`src/rtl/wb_stage.sv`:
```
// Writeback stage: formats the result, drives the regfile write port, and tracks pending-write registers.
// Latency 1: an instruction accepted at edge k drives o_we/o_rd/o_rd_data after edge k.
// Backpressure: i_wb_stall with a pending write holds the outputs and drops o_ready.
module wb_stage #(
    parameter int XLEN = 32
) (
    input  logic            clk,
    input  logic            rst,
    input  logic            i_valid,
    output logic            o_ready,
    input  logic [6:0]      i_opcode,
    input  logic [2:0]      i_funct3,
    input  logic [4:0]      i_rd,
    input  logic [XLEN-1:0] i_alu_result,
    input  logic [XLEN-1:0] i_mem_rdata,
    input  logic [XLEN-1:0] i_pc,
    input  logic [XLEN-1:0] i_imm,
    input  logic            i_wb_stall,
    input  logic            i_issue,
    input  logic [4:0]      i_issue_rd,
    output logic            o_we,
    output logic [4:0]      o_rd,
    output logic [XLEN-1:0] o_rd_data,
    output logic [31:0]     o_busy,
    output logic            o_illegal,
    output logic [31:0]     o_retired
);

    localparam logic [6:0] OP_R   = 7'b0110011;
    localparam logic [6:0] OP_I   = 7'b0010011;
    localparam logic [6:0] AUIPC  = 7'b0010111;
    localparam logic [6:0] LUI    = 7'b0110111;
    localparam logic [6:0] JAL    = 7'b1101111;
    localparam logic [6:0] JALR   = 7'b1100111;
    localparam logic [6:0] LOAD   = 7'b0000011;

    logic            accept;
    logic            commit;
    logic            has_result;
    logic            wr_en;
    logic            bad_load;
    logic [XLEN-1:0] result;
    logic [7:0]      ld_byte;
    logic [15:0]     ld_half;
    logic [31:0]     set_mask;
    logic [31:0]     clr_mask;
    logic [31:0]     busy_next;

    // A pending write that cannot drain blocks new instructions.
    assign o_ready = !(o_we && i_wb_stall);
    assign accept  = i_valid && o_ready;
    assign commit  = o_we && !i_wb_stall;

    // Pick the addressed byte and halfword out of the aligned load word.
    always_comb begin
        ld_byte = i_mem_rdata[7:0];
        case (i_alu_result[1:0])
            2'd0: ld_byte = i_mem_rdata[7:0];
            2'd1: ld_byte = i_mem_rdata[15:8];
            2'd2: ld_byte = i_mem_rdata[23:16];
            2'd3: ld_byte = i_mem_rdata[31:24];
            default: ld_byte = i_mem_rdata[7:0];
        endcase
        ld_half = i_alu_result[1] ? i_mem_rdata[31:16] : i_mem_rdata[15:0];
    end

    // Result select; non-writing opcodes and undefined loads leave has_result low.
    always_comb begin
        result     = '0;
        has_result = 1'b0;
        bad_load   = 1'b0;
        case (i_opcode)
            OP_R, OP_I, AUIPC: begin
                has_result = 1'b1;
                result     = i_alu_result;
            end
            LUI: begin
                has_result = 1'b1;
                result     = i_imm;
            end
            JAL, JALR: begin
                has_result = 1'b1;
                result     = i_pc + 32'd4;
            end
            LOAD: begin
                has_result = 1'b1;
                case (i_funct3)
                    3'b000:  result = {{24{ld_byte[7]}}, ld_byte};
                    3'b100:  result = {24'd0, ld_byte};
                    3'b001:  result = {{16{ld_half[15]}}, ld_half};
                    3'b101:  result = {16'd0, ld_half};
                    3'b010:  result = i_mem_rdata;
                    default: begin
                        has_result = 1'b0;
                        bad_load   = 1'b1;
                    end
                endcase
            end
            default: has_result = 1'b0;
        endcase
    end

    // x0 is hardwired, so a write to it is dropped but the instruction still retires.
    assign wr_en = has_result && (i_rd != 5'd0);

    // Scoreboard update: an issue in the same cycle as the commit of that register wins.
    assign set_mask  = i_issue ? (32'd1 << i_issue_rd) : 32'd0;
    assign clr_mask  = commit ? (32'd1 << o_rd) : 32'd0;
    assign busy_next = ((o_busy & ~clr_mask) | set_mask) & ~32'd1;

    // Pending write register: load on accept, drop after commit, hold while stalled.
    always_ff @(posedge clk or posedge rst) begin
        if (rst) begin
            o_we      <= 1'b0;
            o_rd      <= 5'd0;
            o_rd_data <= '0;
        end else if (accept) begin
            o_we <= wr_en;
            if (wr_en) begin
                o_rd      <= i_rd;
                o_rd_data <= result;
            end
        end else if (commit) begin
            o_we <= 1'b0;
        end
    end

    // Scoreboard, illegal-load pulse and retire counter.
    always_ff @(posedge clk or posedge rst) begin
        if (rst) begin
            o_busy    <= 32'd0;
            o_illegal <= 1'b0;
            o_retired <= 32'd0;
        end else begin
            o_busy    <= busy_next;
            o_illegal <= accept && (i_opcode == LOAD) && bad_load;
            if (accept) begin
                o_retired <= o_retired + 32'd1;
            end
        end
    end

endmodule

```
`config.mk`:
```
export PLATFORM = sky130hd
export DESIGN_NAME = wb_stage
export DESIGN_NICKNAME = d
export VERILOG_FILES = /design/src/rtl/wb_stage.sv
export SDC_FILE = /design/constraint.sdc
export NUM_CORES = 1
export LEC_CHECK = 0
export ABC_AREA = 1
export BUFFER_PORTS_ARGS = -buffer_cell sky130_fd_sc_hd__buf_4
export CAP_MARGIN = 20
export CELL_PAD_IN_SITES_DETAIL_PLACEMENT = 0
export CELL_PAD_IN_SITES_GLOBAL_PLACEMENT = 1
export CORE_MARGIN = 2
export CORE_UTILIZATION = 34
export CTS_CLUSTER_DIAMETER = 30
export DETAILED_ROUTE_END_ITERATION = 8
export PLACE_DENSITY_LB_ADDON = 0.1
export SLEW_MARGIN = 20
export SYNTH_ARGS = -nofsm -noshare
export SYNTH_HDL_FRONTEND = slang
export SYNTH_SLANG_ARGS = --single-unit
```
`constraint.sdc`:
```
create_clock -name clk -period 3.6 [get_ports clk]
set_input_delay 0.36 -clock clk [delete_from_list [all_inputs] [get_ports clk]]
set_output_delay 0.36 -clock clk [all_outputs]
set_load 0.05 [all_outputs]
```
==> impl_metrics.toml, run 1 <==
[sta]
holdWs_ns = 0.1542
fin_tns_setup_ns = 0
rsz0062_at_grt = "no"
hold_viol = 0
post-route-period-util_pct = 61.31
slew_headroom_pct = 46.27
final-max-slew-violation-count = 0
fmax_mhz = 453.1
finalSetupViolCount = 0
layout_min_cycle_time_ns = 2.207
worst_slew_pin_slew_ns = 0.8051
skew_ns = 0.01472

[setup_path]
cp.arrival_ns = 2.46
endpoint_kind = "register"
required_ns = 3.85
path_max_fanout = 40
critPathMaxStageDelay_ns = 0.44
reg2reg_depth = 10
cp_slowest_cell = "dfrtp_1"
path_cells = "nand2_2 -> nand2_2 -> inv_2 -> nand2_1 -> inv_1 -> nand2_4 -> inv_4 -> or2_2 -> nand2_1 -> inv_1"
start_kind = "register"
worstSetupPathType = "register to register"

[route]
wl_um = 26850
wire_per_inst_um = 16.47
first_pass_iters = 6
dr_total_vias = 7878
drt_iter0_drc = 388
drcViolationCount = 0
routed_via_density = 4.833
antenna_left = 0

[finish]
final_nets = 1510
seqCellArea_um2 = 2552
multi_input_area_um2 = 3930
final_cell_mix = "381 x nand2_1, 260 x buf_4, 170 x nor2_1"
fill_cells = 2177
num_antenna_cells = 0
syn_to_final_growth_pct = 33.97
layout_commonest_cell = "nand2_1"
final_layout_size_suffix_gt1_share_pct = 23.24

[die]
start_util_pct = 34.87
dieArea_um2 = 22060
ios = 257
rows = 52
core_um2 = 20360
die_w_um = 148.5
fp.dieH_um = 148.5

[global_routing]
grtUsageTotal_pct = 24.42
grt_first_pass_wirelength_um = 41750
gr-usage-met2_pct = 40.72
grt_overflow = 0
grt_max_degree = 82
grt_pass1_vias = 7624
met3_usage_pct = 2.515
antenna_found_initial = 0
met1_usage_pct = 34.09
top_usage_layer = "met2"

[flow_run]
cap_violations = 0

[status]
outcome = "finished clean"

[yosys]
synth_area_um2 = 7101
syn_inst = 1114
ys_seq_area_share_pct = 35.95
yosys_warnings = 0
synth.avg_cell_area_um2 = 6.374
synth_cell_type_count = 39
postSynthRegisterBits = 102
syn_nets = 1269

[power_and_ir_drop]
cell_internal_pwr_mw = 2.492
p_seq_share_pct = 35.1
switching_share_pct = 43.66
leakage_nw = 4.951
ir_drop_v = 0.0002125
power_density_nw_per_um2 = 465.0
p_sw_mw = 1.931
combPwrFrac_pct = 42.2
clockPowerShare_pct = 22.7

[clocking]
clockBufferDepth = 2
cts_buffers = 9
clk_pin_slew_ns = 0.07
cts_tree = "done"
cts_hold_buf = 0
cts_max_level = 3
numClockSinks = 102
cts_resized = 0
cts-root-buf = "clkbuf_16"
clk_latency_ns = 0.36
postCtsSetupBuffers = 0

[placed_design]
hpwl_um = 21750
portBuffers = 255
globalplace.congestion = 0.8859

[min_path]
hold_path_class = "input pin to async pin"
-- path summary, 6_finish.rpt --
kind	slack, ns	start	end
max in group asynchronous	2.74	rst	o_retired[26]
worst min-delay path	0.15	rst	o_retired[6]
min in group clk	0.23	i_rd[0]	o_rd[0]
worst max register to register	1.39	o_we	o_rd_data[14]
worst max-delay path	1.39	o_we	o_rd_data[14]
worst min register to register	0.49	o_rd_data[31]	o_rd_data[31]
-- final cells by class --
| type | instances | area share [%] |
|---|---|---|
| clock buffer | 10 | 2.407 |
| clock inverter | 6 | 0.7234 |
| tap | 270 | 3.551 |
| multi-input combinational | 866 | 41.31 |
| inverter | 116 | 4.656 |
| sequential | 102 | 26.83 |
| timing repair buffer | 260 | 20.52 |
-- synth_stat cells, drive strengths merged --
library cell	number	share of area, %
a21oi	27	1.9
a31oi	1	0.088
a32oi	1	0.12
and3	1	0.088
buf	25	2.3
clkbuf	5	0.26
conb	1	0.053
dfrtp	102	36
ha	2	0.35
inv	116	6.2
nand2	391	21
nand3	84	5.9
nand3b	4	0.60
nand4	16	1.5
nor2	178	10
nor3	23	1.6
nor3b	2	0.28
nor4	1	0.088
o21ai	84	6.0
o21bai	3	0.32
o31ai	1	0.11
or2	14	1.2
or3	1	0.088
xnor2	11	1.4
xor2	20	2.5
-- metal layers --
| metal | share of wire (%) | wire, um |
|---|---|---|
| met5 | 0 | 0 |
| met4 | 1.3 | 358 |
| met3 | 5.8 | 1551 |
| met2 | 47 | 12630 |
| met1 | 46 | 12310 |
-- sequential cells by signal (all words and copies together), names as in the netlist --
name / flops
o_rd_data: 32
o_retired: 32
o_busy: 31
o_we: 1
o_rd: 5
o_illegal: 1
-- worst max-delay path: cells and delay by family, from the launching register on --
| family | cells | cell delay (ns) |
|---|---|---|
| simple gates | 6 | 1.19 |
| flops | 1 | 0.44 |
| buf+inv | 4 | 0.49 |
-- metrics by stage --
step | worst slack [ns] | cell area (um^2) | instances | utilization [%] | total power, mW
4_1_cts | 1.396 | 9510 | 1630 | 46.70 | 4.453
2_1_floorplan | 0.5645 | 7101 | 1114 | - | 2.732
3_3_place_gp | 1.262 | 9213 | 1614 | 45.24 | 3.438
6_report | 1.393 | 9513 | 1630 | 46.71 | 4.424
3_5_place_dp | 1.248 | 9213 | 1614 | 45.24 | 3.444
5_1_grt | 1.183 | 9513 | 1630 | 46.71 | 4.641
-- logic make-up after synthesis --
kind of cell	synth area share, %
simple gates	42.48
buf+inv	8.775
compound gates	8.564
flops	35.95
xor+xnor	3.824
fa+ha+maj	0.3524
other cells	0.05281
-- power groups by stage --
stage,Clock (mW),Combinational (mW),Sequential (mW)
2_1_floorplan,0,0.414,2.32
3_3_place_gp,0,1.87,1.57
3_5_place_dp,0,1.87,1.57
4_1_cts,1.03,1.87,1.55
5_1_grt,1.08,1.98,1.58
6_report,1.00,1.87,1.55
Power figures use the tool's default switching activity.
==> inputs of run 2 (changes only) <==
ABC_AREA = 0   (was 1)
CORE_UTILIZATION = 35   (was 34)
clock period = 2.3 ns   (was 3.6 ns; I/O delays follow)
==> impl_metrics.toml, run 2 <==
[status]
outcome = "finished clean"

[yosys]
yosys_warnings = 0
yosysTopAreaCellShare_pct = 41.35
synth_cell_type_count = 62
synth.most_common_cell = "dfrtp_1"
ys_seq_area_share_pct = 41.35
synthArstFlopShare_pct = 100.0
postSynthRegisterBits = 102
synth-edff-count = 0
syn_nets = 849
synth_area_um2 = 6172
synth_area_leaders = "dfrtp_1 41%, nand2_1 5.1%, o21ai_0 4.9%"
synth.avg_cell_area_um2 = 8.894
ys_top_cells_by_count = "102 x dfrtp_1, 84 x nand2_1, 61 x o21ai_0"
syn_inst = 694
ys.flop_type = "dfrtp_1"
synth_top_area_cell = "dfrtp_1"

[clocking]
postCtsSetupBuffers = 0
clk_pin_slew_ns = 0.08
clk_latency_ns = 0.35
cts-root-buf = "clkbuf_16"
clockBufferDepth = 2
numClockSinks = 102
cts_buffers = 9
cts_tree = "done"
cts_max_level = 3
cts_hold_buf = 0
cts_resized = 0

[setup_path]
endpoint_kind = "register"
timing.rr.start = "o_we"
cpMostUsedCell = "buf_4"
cp_slowest_cell = "dfrtp_1"
rrSetupSlack_ns = 0.24
cp.arrival_ns = 2.29
start_kind = "register"
worstSetupPathType = "register to register"
critPathMaxStageDelay_ns = 0.45
reg2reg_depth = 7
rr_endpoint = "o_rd_data[18]"
path_cells = "a21boi_2 -> o21ai_1 -> buf_4 -> a31oi_4 -> buf_4 -> o21ai_0 -> o32a_1"
path_max_fanout = 22
required_ns = 2.53
critPathLaunch = "o_we"

[finish]
syn_to_final_growth_pct = 41.46
num_antenna_cells = 0
final_layout_size_suffix_gt1_share_pct = 32.29
layout_commonest_cell = "buf_4"
fill_cells = 1689
reg_top3 = "o_rd_data x32, o_retired x32, o_busy x31"
fin_area_um2 = 8731
final_cell_mix = "280 x buf_4, 102 x dfrtp_1, 84 x nand2_1"
final_nets = 1105
fin_util_pct = 50.48

[die]
rows = 48
start_util_pct = 35.68
ios = 257
core_um2 = 17300
die_w_um = 136.8
fp.dieH_um = 136.8
dieArea_um2 = 18710

[global_routing]
grt_overflow = 0
grt_pass1_vias = 6292
grt_max_degree = 103
grt_first_pass_wirelength_um = 35030
antenna_found_initial = 0
grtUsageTotal_pct = 24.55

[route]
drt_iter0_drc = 426
drcViolationCount = 0
wire_per_inst_um = 19.79
wl_um = 23330
routed_via_density = 5.572
dr_total_vias = 6569
first_pass_iters = 5
antenna_left = 0

[power_and_ir_drop]
p_sw_mw = 2.966
ir_drop_v = 0.0005931
power_mw = 6.911
p_seq_share_pct = 35.6
combPwrFrac_pct = 41.9
power_density_nw_per_um2 = 791.6
leakage_nw = 3.963
switching_share_pct = 42.91
cell_internal_pwr_mw = 3.946
clockPowerShare_pct = 22.6

[sta]
fin_ws_ns = 0.2408
post-route-period-util_pct = 89.53
fmax_mhz = 485.6
fin_tns_setup_ns = 0
skew_ns = 0.01055
layout_min_cycle_time_ns = 2.059
slew_headroom_pct = 53.12
finalSetupViolCount = 0
rsz0062_at_grt = "no"
worst_slew_pin_slew_ns = 0.7014
hold_viol = 0
final-max-slew-violation-count = 0

[placed_design]
hpwl_um = 18220
placed_area_um2 = 8443
pre_cts_ws_ns = 0.1224
globalplace.congestion = 0.9276
portBuffers = 255

[flow_run]
cap_violations = 0

[min_path]
hold_path_class = "input pin to async pin"
==> run 2: power groups by stage <==
stage,sequential (mW),clock [mW],combinational [mW]
CTS,2.45,1.58,2.90
global placement,2.47,0,2.86
detailed placement,2.49,0,2.90
global route,2.50,1.66,3.05
floorplan,3.65,0,0.596
finish,2.46,1.56,2.89
==> run 2: worst max-delay path by stage <==
stage / to / slack (ns)
2_1_floorplan: o_rd_data[22] / 0.08
3_3_place_gp: o_rd_data[28] / 0.14
3_5_place_dp: o_rd_data[28] / 0.12
4_1_cts: o_rd_data[22] / 0.24
5_1_grt: o_rd_data[26] / 0.10
6_report: o_rd_data[18] / 0.24
==> run 2: area by class of cell <==
| class | instances | area [um^2] | share of cell area, % |
|---|---|---|---|
| flip-flops and latches | 102 | 2552 | 29.23 |
| clock buffers | 10 | 229.0 | 2.623 |
| well taps | 225 | 281.5 | 3.224 |
| multi-input cells | 545 | 3442 | 39.42 |
| repair buffers | 281 | 2122 | 24.31 |
| clock inverters | 5 | 58.81 | 0.6735 |
| inverters | 11 | 45.04 | 0.5159 |
==> run 2: kinds of logic after synthesis <==
logic type / Yosys count / synth area share (%)
AND/OR/NAND/NOR: 248 / 20.86
buffers and inverters: 47 / 3.122
AO/OA/AOI/OAI: 216 / 22.10
multiplexers: 34 / 5.858
adder cells (fa/ha/maj): 2 / 0.4054
XOR/XNOR: 44 / 6.244
flip-flops: 102 / 41.35
other: 1 / 0.06076
==> run 2: through the flow <==
stage | hold slack (ns) | instances
2_1_floorplan | 0.3647 | 694
3_3_place_gp | 0.4471 | 1164
3_5_place_dp | 0.4544 | 1164
4_1_cts | 0.07979 | 1179
5_1_grt | 0.09732 | 1179
6_report | 0.05487 | 1179
==> run 2: worst max-delay path: cells and delay by family, from the launching register on <==
kind            cells  cell delay, ns
compound gates      5            1.02
buf+inv             2            0.46
flops               1            0.45
==> run 2: routing by layer <==
layer | vias up | track usage [%] | part of all wire (%)
met5 | - | 0 | 0
met4 | 0 | 7.045 | 2.0
met3 | 29 | 4.519 | 6.5
met2 | 265 | 41.42 | 49
met1 | 3189 | 32.18 | 43
li1 | 3086 | - | -
